===== config.mk =====
export PLATFORM = sky130hd
export DESIGN_NAME = seq_detect_param_flat
export DESIGN_NICKNAME = d
export VERILOG_FILES = /design/src/rtl/seq_detect_param_if.sv /design/src/rtl/seq_detect_param.sv /design/src/flat_wrapper.sv
export SDC_FILE = /design/constraint.sdc
export NUM_CORES = 1
export LEC_CHECK = 0
export BUFFER_PORTS_ARGS = -buffer_cell sky130_fd_sc_hd__buf_2
export CELL_PAD_IN_SITES_DETAIL_PLACEMENT = 1
export CELL_PAD_IN_SITES_GLOBAL_PLACEMENT = 1
export CORE_UTILIZATION = 31
export DETAILED_ROUTE_END_ITERATION = 16
export GPL_TIMING_DRIVEN = 0
export MAX_ROUTING_LAYER = met4
export PLACE_DENSITY = 0.78
export SYNTH_ARGS = -nofsm -noshare
export SYNTH_HDL_FRONTEND = slang
export SYNTH_SLANG_ARGS = --single-unit

===== constraint.sdc =====
create_clock -name clk -period 2.3 [get_ports clk]
set_clock_uncertainty 0.05 [all_clocks]
set_input_delay 0.23 -clock clk [delete_from_list [all_inputs] [get_ports clk]]
set_output_delay 0.23 -clock clk [all_outputs]
set_load 0.02 [all_outputs]

===== src/rtl/seq_detect_param_if.sv =====
// Signal bundle for seq_detect_param: serial bit/qualifier/clear in, match flag,
// match count and debug state out.
interface seq_detect_param_if #(
   parameter int unsigned LEN   = 4,
   parameter int unsigned CNT_W = 8
);
   localparam int unsigned SW = $clog2(LEN + 1);

   logic             x;
   logic             en;
   logic             clr_cnt;
   logic             y;
   logic [CNT_W-1:0] count;
   logic [SW-1:0]    state;

   modport master (
      output x,
      output en,
      output clr_cnt,
      input  y,
      input  count,
      input  state
   );

   modport slave (
      input  x,
      input  en,
      input  clr_cnt,
      output y,
      output count,
      output state
   );
endinterface


===== src/rtl/seq_detect_param.sv =====
// Parametrised serial pattern detector: (LEN+1)-state Moore machine tracking the
// longest matched pattern prefix, with optional overlap and a saturating match count.
module seq_detect_param #(
   parameter int unsigned    LEN     = 4,
   parameter logic [LEN-1:0] PATTERN = 4'b1011,
   parameter bit             OVERLAP = 1'b1,
   parameter int unsigned    CNT_W   = 8
) (
   input  logic               clk,
   input  logic               rst,
   seq_detect_param_if.slave  bus
);

   localparam int unsigned SW    = $clog2(LEN + 1);
   localparam int unsigned TAB_N = 2 ** (SW + 1);

   typedef logic [SW-1:0] state_t;

   localparam state_t           S_FULL  = state_t'(LEN);
   localparam logic [CNT_W-1:0] CNT_MAX = {CNT_W{1'b1}};
   localparam logic [CNT_W-1:0] CNT_ONE = CNT_W'(1);

   if (LEN < 1 || LEN > 16) begin : g_len_chk
      $error("seq_detect_param: LEN must be in 1..16");
   end

   // Longest suffix of (first k pattern bits, then b) that is also a pattern prefix.
   function automatic int calc_next(input int k, input int b);
      logic [16:0] s;
      int          n;
      bit          ok;
      s = '0;
      for (int i = 0; i < 17; i++) begin
         if (i < k) s[i] = PATTERN[LEN-1-i];
      end
      s[k] = b[0];
      n = k + 1;
      for (int j = ((n < int'(LEN)) ? n : int'(LEN)); j > 0; j--) begin
         ok = 1'b1;
         for (int m = 0; m < j; m++) begin
            if (s[n-j+m] != PATTERN[LEN-1-m]) ok = 1'b0;
         end
         if (ok) return j;
      end
      return 0;
   endfunction

   function automatic int next_state(input int k, input int b);
      if (k > int'(LEN)) return 0;
      if (k == int'(LEN) && !OVERLAP) return calc_next(0, b);
      return calc_next(k, b);
   endfunction

   // Transition table indexed by {state, bit}; unreachable states map to S_0.
   state_t nxt_tab [TAB_N];

   for (genvar i = 0; i < TAB_N; i++) begin : g_tab
      localparam int NXT = next_state(i / 2, i % 2);
      assign nxt_tab[i] = state_t'(NXT);
   end

   state_t           state_q;
   state_t           state_d;
   logic             y_q;
   logic [CNT_W-1:0] count_q;
   logic             hit;

   assign state_d = nxt_tab[{state_q, bus.x}];
   assign hit     = bus.en && (state_d == S_FULL);

   always_ff @(posedge clk) begin
      if (rst) begin
         state_q <= '0;
         y_q     <= 1'b0;
         count_q <= '0;
      end else begin
         if (bus.en) begin
            state_q <= state_d;
            y_q     <= (state_d == S_FULL);
         end
         // A match on the clearing edge still counts.
         if (bus.clr_cnt) begin
            count_q <= hit ? CNT_ONE : '0;
         end else if (hit && count_q != CNT_MAX) begin
            count_q <= count_q + CNT_ONE;
         end
      end
   end

   assign bus.y     = y_q;
   assign bus.count = count_q;
   assign bus.state = state_q;

endmodule


===== src/flat_wrapper.sv =====
// flat-port wrapper written by rule: the top's interface ports become plain ports
module seq_detect_param_flat 
#(
   parameter int unsigned    LEN     = 4,
   parameter logic [LEN-1:0] PATTERN = 4'b1011,
   parameter bit             OVERLAP = 1'b1,
   parameter int unsigned    CNT_W   = 8
)
  (clk, rst, bus_x, bus_en, bus_clr_cnt, bus_y, bus_count, bus_state);
  seq_detect_param_if #(.LEN(LEN), .CNT_W(CNT_W)) bus_i ();
  input  logic clk;
  input  logic rst;
  input wire logic [$bits(bus_i.x)-1:0] bus_x;
  input wire logic [$bits(bus_i.en)-1:0] bus_en;
  input wire logic [$bits(bus_i.clr_cnt)-1:0] bus_clr_cnt;
  output wire logic [$bits(bus_i.y)-1:0] bus_y;
  output wire logic [$bits(bus_i.count)-1:0] bus_count;
  output wire logic [$bits(bus_i.state)-1:0] bus_state;
  assign bus_i.x = bus_x;
  assign bus_i.en = bus_en;
  assign bus_i.clr_cnt = bus_clr_cnt;
  assign bus_y = bus_i.y;
  assign bus_count = bus_i.count;
  assign bus_state = bus_i.state;
  seq_detect_param #(.LEN(LEN), .PATTERN(PATTERN), .OVERLAP(OVERLAP), .CNT_W(CNT_W)) u_core (.clk(clk), .rst(rst), .bus(bus_i));
endmodule

# After elaboration in Yosys (flattened, before gate mapping)
# Memories as Yosys holds them, arrays and structs flattened.
# Index checks and enable logic that the tools add are counted.
word_totals:
  output_inout_bits: 12
  rom_bits: 48
  input_bits: 5
  word_cells: 17
  ff_bits: 12
  memories: 1
op_classes:
  bitwise: 1
  muxes: 5
  magnitude_cmp: 1
  eq_ne: 2
  n_addsub: 1
  reduce_logical: 3
mem_list:
  columns: ["memory", "depth", "width", "rd", "rd_clocked_by_memory_dff", "write_ports", "line_no", "rtl"]
  rows:
  - ["(name not given)", 16, 3, 1, 0, 0, "seq_detect_param.sv:68", "assign state_d = nxt_tab[{state_q, bus.x}];"]
ops:
  columns: ["cell", "n"]
  rows:
  - ["8-bit two-way mux", 2]
  - ["8-bit by 1-bit adder with 8-bit output (second input constant)", 1]
  - ["8-bit != test (second input constant)", 1]
  - ["3-bit two-way mux", 2]
  - ["5-bit >= comparator (second input constant)", 1]
  - ["4-bit NOT with 5-bit output", 1]
  - ["3-bit == test (second input constant)", 1]
  - ["1-bit logical AND", 2]
  - ["2-bit nonzero test", 1]
  - ["1-bit two-way mux", 1]

# Depth between registers and ports, before layout
# Gate-level depths: netlist (run 1).
logic_depth:
  ltp_word: 9
  depth_mapped: 6

# Worst setup path after synthesis (run 1)
# OpenSTA, ideal clock, no wires.
synth_timing:
  path_kind: "flip-flop to flip-flop"
  startpoint: "reg u_core.state_q[0] (netlist: u_core.bus.state[0])"
  endpoint: "reg u_core.count_q[4] (netlist: u_core.bus.count[4])"
  path_slack_ns: 0.277
  required_ns: 2.115
  stages_incl_launch_ff: 7
  arrival_time_ns: 1.838
  cell_sequence: "dfxtp_1 inv_1 ha_1 or3_1 buf_2 o311ai_0 o41ai_1"
synth_between:
  elab_chain_cells: 8
synth_lines:
  columns: ["element", "line_no", "rtl"]
  rows:
  - ["start: declaration", "seq_detect_param.sv:62", "state_t state_q;"]
  - ["start signal: assignment", "seq_detect_param.sv:78", "state_q <= state_d;"]
  - ["4-bit NOT with 5-bit output (not written as such)", "seq_detect_param.sv:68", null]
  - ["memory 16 x 3 bit", null, null]
  - ["3-bit two-way mux (not written as such) (2 in series)", "seq_detect_param.sv:68", null]
  - ["3-bit == test", "seq_detect_param.sv:69", "assign hit = bus.en && (state_d == S_FULL);"]
  - ["1-bit logical AND", "seq_detect_param.sv:69", null]
  - ["1-bit logical AND", "seq_detect_param.sv:84", "end else if (hit && count_q != CNT_MAX) begin"]
  - ["2-bit nonzero test (no source line)", null, null]
  - ["end signal: assignment", "seq_detect_param.sv:83", "count_q <= hit ? CNT_ONE : '0;"]
  - ["end signal: assignment", "seq_detect_param.sv:85", "count_q <= count_q + CNT_ONE;"]
  - ["end: declaration", "seq_detect_param.sv:65", "logic [CNT_W-1:0] count_q;"]
# Every way passes these cells. The select of a mux whose other input is x is not followed.
# A chain may end at the register's enable or synchronous reset.

# Worst setup path in the final report (run 1)
# Same ends and word-level chain as after synthesis.

==> key figures, run 1 <==
Logic synthesis
  • Library cells used by synthesis: 29
  • Area leader, netlist: dfxtp_1
  • Largest cells by area after synthesis: dfxtp_1, ha_1, a21oi_1
  • Post-synthesis cell count: between 70 and 80
  • Mean area per synthesized cell: between 8 and 9 um^2
  • Synth async-reset ratio: 0
  • Commonest cells post-synth: dfxtp_1, a21oi_1, ha_1, inv_1
  • Ys flop type: dfxtp_1
  • Register area share after synthesis: 0.364
  • Post-synth top area share: 0.364
  • #FFs+latches synth: 12
  • Synth Cell Area: approximately 660 um^2
  • EDFF count, synth: 0
  • Synthesis Warnings: 0
  • Syn Nets: 86
  • Most frequent cell after synthesis: dfxtp_1

Clock network
  • Clk slew on worst S/H paths: 90 ps
  • CTS resizes: 0
  • Root Buffer: clkbuf_4
  • Post-CTS Hold Buffers: 0
  • Clk buf depth: 2
  • Post-CTS Repair Setup Buffers: 0
  • TritonCTS clock tree: done
  • Clk Latency, worst-skew pair: 280 ps
  • Clock sink total: 12
  • CTS Buf Count: 3
  • Htree depth: 1

STA
  • Max Clk Rate: just under 0.5 GHz
  • Final Hold Fails: 0
  • Relative slew margins: 0.567
  • Period utilization: 0.886
  • Pins over their slew limit: 0
  • Setup Viol. Count Final: 0
  • Min Tclk post-route: 2040 ps
  • Worst-Margin Slew: between 600 and 700 ps
  • Setup TNS: 0 ps
  • RSZ-0062 raised after global routing: no

Job
  • Max Cap Violations: 0

GRT
  • Largest net degree at the start of global routing: 11
  • Vias in the first global route: just over 500
  • First-pass GRT wire length: about 2.4 mm
  • Antenna violations before repair: 0
  • Total track usage: 0.165
  • Global route overflow: 0

Power
  • Worst VDD drop: a little under 0.0003 V
  • P per Cell Area: 519 nW/um^2
  • Leak: 0.323 nW

Worst setup path
  • WP data required: 2390 ps
  • Critical Path, Cell by Cell: inv_1, ha_1, or3_1, buf_2, o311ai_0, o41ai_1
  • R2R Path Start: u_core.bus.state[0]
  • Worst setup SP type: register
  • Critical-path top delay cell: dfxtp_1
  • CP endpoint kind: register
  • Crit Path Category: reg2reg
  • R2R setup slack: roughly 260 ps
  • Critical R2R Capture: u_core.bus.count[4]
  • Crit path launch: u_core.bus.state[0]
  • Worst r2r path cells: 6
  • CP Data Arrival Time: 2130 ps
  • CP max FO: 10
  • CP max stage delay: 410 ps

Hold path
  • Worst Hold Depth: 3
  • Worst Hold Class: in2reg
  • Worst min-delay path endpoint: u_core.bus.count[0]
  • Hold path start: bus_clr_cnt

Final layout
  • Fin cells: 122
  • Fillers: 248
  • FF+latch area: 240 um^2
  • Share of cells above drive strength 1: 0.221
  • Area grow syn2layout: 22.0%
  • Final-stage net count: 106
  • Multi-input gate area: between 300 and 400 um^2
  • Utilization after layout: 0.406
  • Diode count: 0

Floorplanning
  • Die area: 2320 um^2
  • Die H: 48.1 um
  • Std-Cell Core Area: 1980 um^2
  • Initial core utilization: 0.333
  • # rows: 16
  • Die Wd: 48.1 um
  • I/O Pins: 17

Detailed routing
  • WL per Instance: about 13 um
  • Final WL: 1.64 mm
  • Via/cell ratio: 5.16
  • Vias: 629
  • Pre-antenna DRT Iters: 4
  • DRC Markers: 0
  • DRT iter0 DRCs: 12
  • Routed Antenna Nets: 0

Place
  • Placed Instances: 118
  • Dpl hpwl: 1.15 mm
  • PortBufs: 15
  • Final GP Congestion: 0.776

Run status
  • Run status: complete, no violations
## metal layers
layer,track usage,up-vias,part of all wire
met5,-,-,0
met1,0.231,294,0.52
met4,0.100,0,0.019
met2,0.214,8,0.44
met3,0.0333,2,0.020
li1,-,325,-
## report_power, final
part	internal [W]	switching, W
logic	0.0000117	0.0000201
clock network	0.0000962	0.0000778
registers	0.000209	0.00000259
total	0.000317	0.000100
## per-stage QoR
stage	hold WS, ps	worst slack [ps]	power (W)	area (um^2)
floorplan	347	277	0.000236	659
global placement	412	306	0.000247	768
detailed placement	421	261	0.000249	768
CTS	213	248	0.000426	805
global route	242	123	0.000441	805
finish	219	262	0.000418	805
## critical path: cells and delay by family, from the launching register on
kind	cells	cell delay, ps
buffers and inverters	2	280
adder cells (fa/ha/maj)	1	320
flip-flops	1	410
AO/OA/AOI/OAI	2	470
AND/OR/NAND/NOR	1	380
## layout by cell type (no fill, tap or decap), drive strengths merged
cell / instances
buf: 17
dfxtp: 12
a21oi: 7
inv: 5
ha: 5
clkbuf: 5
nor2: 4
nand3: 4
nand2: 4
mux2i: 3
o21ai: 3
or3: 3
o311ai: 3
o41ai: 3
nor3: 2
o31ai: 2
nand2b: 2
nand3b: 1
o211ai: 1
nand4b: 1
nor2b: 1
or2: 1
a311oi: 1
and3: 1
or4: 1
a2111o: 1
and4: 1
nor3b: 1
## sequential cells by signal (all words and copies together), names as in the netlist
register          cells
u_core.bus.state      3
u_core.bus.count      8
u_core.bus.y          1
## layout make-up
cell class                      instances  area share
Multi-Input combinational cell         56       0.482
Sequential cell                        12       0.299
Timing Repair Buffer                   15      0.0933
Clock buffer                            4      0.0451
Tap cell                               27      0.0420
Inverter                                5      0.0233
Buffer                                  3      0.0156
## kinds of logic (layout without fill, tap and decap cells)
family,after synthesis,count (layout),synth area share
flops,12,12,0.364
fa+ha+maj,5,5,0.0949
buf+inv,8,27,0.0474
simple gates,27,27,0.228
mux,3,3,0.0455
compound gates,21,21,0.220
## how the worst max path moves through the flow
stage / slack [ps] / to / cells past startpoint
after detailed placement: 260 / u_core.bus.count[4] / 6
after global placement: 310 / u_core.bus.count[4] / 6
after CTS: 250 / u_core.bus.count[4] / 6
after global routing: 120 / u_core.bus.count[4] / 6
after floorplan: 280 / u_core.bus.count[4] / 6
final: 260 / u_core.bus.count[4] / 6
Power figures use the tool's default switching activity.
==> inputs of run 2 (changes only) <==
- ABC_AREA: unset -> 1
- REMOVE_ABC_BUFFERS: unset -> 1
==> run 2 against run 1 <==
Effect of this change:
- design area increased by 14%
- synthesized cell count increased by 36%
- via count increased by 19%
- sequential cell count unchanged
- routed wire length increased by 17%
- die area increased by 16%
- register-to-register slack improved by 300 ps
- utilization decreased by 0.24 points
- global-route usage increased by 1.3 points
- highest routed layer unchanged
==> key figures, run 2 <==
Final layout
  • Final-stage net count: 134 (+26%)
  • Max reg flops: 8 (unchanged)
  • Most frequent cells in the layout: nand2_1, buf_2, inv_1
  • Fin cells: 151 (+24%)
  • Commonest non-fill, non-tap cell in the layout: nand2_1
  • Share of cells above drive strength 1: 0.309 (+0.0879)
  • Area grow syn2layout: 19.7%
  • Diode count: 0 (unchanged)

STA
  • Final setup margin: 567 ps (+305 ps)
  • Setup TNS: 0 ps (unchanged)
  • Min Tclk post-route: 1730 ps (-305 ps)
  • Period utilization: 0.754 (-0.133)
  • Max Clk Rate: 0.577 GHz (+18%)
  • Setup Viol. Count Final: 0 (unchanged)
  • RSZ-0062 raised after global routing: no
  • Final Hold Fails: 0 (unchanged)
  • Relative slew margins: 0.730 (+0.163)
  • Worst-Margin Slew: 404 ps (-240 ps)
  • Pins over their slew limit: 0 (unchanged)

Logic synthesis
  • Area leader, netlist: dfxtp_1
  • Synthesis Warnings: 0 (unchanged)
  • Mean area per synthesized cell: 7.45 um^2 (-14%)
  • Post-synthesis cell count: 103 (+36%)
  • Commonest cells post-synth: nand2_1, inv_1, dfxtp_1
  • EDFF count, synth: 0 (unchanged)
  • Library cells used by synthesis: 22 (-24%)
  • Synth async-reset ratio: 0 (unchanged)
  • Synth Cell Area: 767 um^2 (+16%)
  • Register area share after synthesis: 0.313 (-0.0511)
  • Post-synth top area share: 0.313 (-0.0511)
  • Most frequent cell after synthesis: nand2_1
  • Ys flop type: dfxtp_1
  • Largest cells by area after synthesis: dfxtp_1, nand2_1, ha_1
  • #FFs+latches synth: 12 (unchanged)

Worst setup path
  • Worst setup SP type: register
  • CP endpoint kind: register
  • CP max FO: 10 (unchanged)
  • Crit path launch: u_core.bus.state[0]
  • Critical R2R Capture: u_core.bus.count[6]
  • CP Data Arrival Time: 1860 ps (-270 ps)
  • Worst r2r path cells: 8 (+2)
  • Crit Path Category: reg2reg
  • R2R Path Start: u_core.bus.state[0]
  • R2R setup slack: 570 ps (+300 ps)
  • WP data required: 2430 ps (+40 ps)

Floorplanning
  • Std-Cell Core Area: 2280 um^2 (+15%)
  • Die Wd: 51.7 um (+7.5%)
  • Die area: 2680 um^2 (+16%)
  • I/O Pins: 17 (unchanged)
  • # rows: 17 (+1)
  • Initial core utilization: 0.337 (+0.00430)
  • Die H: 51.7 um (+7.5%)

Power
  • Leak: 0.395 nW (+22%)
  • Worst VDD drop: 0.000371 V (+26%)
  • P per Cell Area: 485 nW/um^2 (-6.5%)

GRT
  • Antenna violations before repair: 0 (unchanged)
  • First-pass GRT wire length: 3.37 mm (+39%)
  • Total track usage: 0.177 (+0.0127)
  • Global route overflow: 0 (unchanged)
  • Vias in the first global route: 772 (+50%)
  • Largest net degree at the start of global routing: 11 (unchanged)

Clock network
  • TritonCTS clock tree: done
  • Post-CTS Repair Setup Buffers: 0 (unchanged)
  • Post-CTS Hold Buffers: 0 (unchanged)
  • Clk slew on worst S/H paths: 80 ps (about the same)
  • Clock sink total: 12 (unchanged)
  • Clk Latency, worst-skew pair: 280 ps (about the same)
  • Clk buf depth: 2 (unchanged)
  • CTS resizes: 0 (unchanged)
  • Htree depth: 1 (unchanged)
  • CTS Buf Count: 3 (unchanged)
  • Root Buffer: clkbuf_4

Detailed routing
  • Routed Antenna Nets: 0 (unchanged)
  • Final WL: 1.92 mm (+17%)
  • Via/cell ratio: 4.96 (-3.8%)
  • DRC Markers: 0 (unchanged)
  • Met3 WL post-DR: 88 um (+180%)
  • Met1 WL: 846 um (-0.94%)
  • Pre-antenna DRT Iters: 4 (unchanged)
  • DRT iter0 DRCs: 7 (-5)
  • Met2 wire length: 967 um (+34%)
  • Top layer in use: met4
  • WL per Instance: 12.7 um (-5.5%)
  • Vias: 749 (+19%)

Hold path
  • Worst min-delay path endpoint: u_core.bus.count[0]
  • Hold path start: rst
  • Worst Hold Depth: 2 (-1)
  • Worst Hold Class: in2reg

Place
  • Placed Instances: 147 (+25%)
  • Dpl hpwl: 1.51 mm (+32%)
  • PortBufs: 16 (+1)
  • Final GP Congestion: 0.800 (+3.0%)
  • Dpl ws: 574 ps (+313 ps)

Run status
  • Run status: complete, no violations

Job
  • Max Cap Violations: 0 (unchanged)
[run 2: kinds of logic after synthesis]
kind of cell / after synthesis / synth area share
and+or+nand+nor: 56 / 0.416
DFF: 12 / 0.313
buffers and inverters: 17 / 0.0865
AOI/OAI and AO/OA: 13 / 0.103
adders and majority gates: 5 / 0.0816
[run 2: worst max path at each step]
stage,end,slack [ps],depth (start not counted)
finish,u_core.bus.count[6],570,8
CTS,u_core.bus.count[2],550,9
global placement,u_core.bus.count[1],620,8
floorplan,u_core.bus.count[4],600,9
detailed placement,u_core.bus.count[4],570,9
global route,u_core.bus.count[6],410,9
[run 2: per-layer routing]
layer | up-vias | GRT usage
li1 | 375 | -
met1 | 355 | 0.188
met2 | 17 | 0.320
met3 | 2 | 0.0614
met4 | 0 | 0.0315
met5 | - | -
[run 2: through the flow]
stage	utilization	cell area [um^2]	total power (W)	hold WS (ps)
6_report	0.404	918	0.000446	152
5_1_grt	0.404	918	0.000468	150
4_1_cts	0.404	918	0.000455	137
3_5_place_dp	0.388	882	0.000277	435
3_3_place_gp	0.388	882	0.000273	429
2_1_floorplan	-	767	0.000257	249
[run 2: critical path, stage by stage (launching register included)]
cell     delay (ps)
dfxtp_1         400
inv_1           110
ha_1            300
nand3_1         120
nand3_4         120
nor2_8          210
nand2_4         100
o21ai_1         160
a21oi_1          60
[run 2: report_power, final]
group	switching [W]	leakage, nW	total, W	internal, W
sequential	0.00000503	0.0973	0.000216	0.000211
combinational	0.0000362	0.277	0.0000546	0.0000184
clock	0.0000784	0.0210	0.000175	0.0000963
[run 2: area by class of cell]
cell class                 instances  area [um^2]
tap                               28         35.0
sequential                        12          240
timing repair buffer              16         80.1
inverter                          17         66.3
clock buffer                       4         36.3
fill                             303         1360
multi-input combinational         74          460
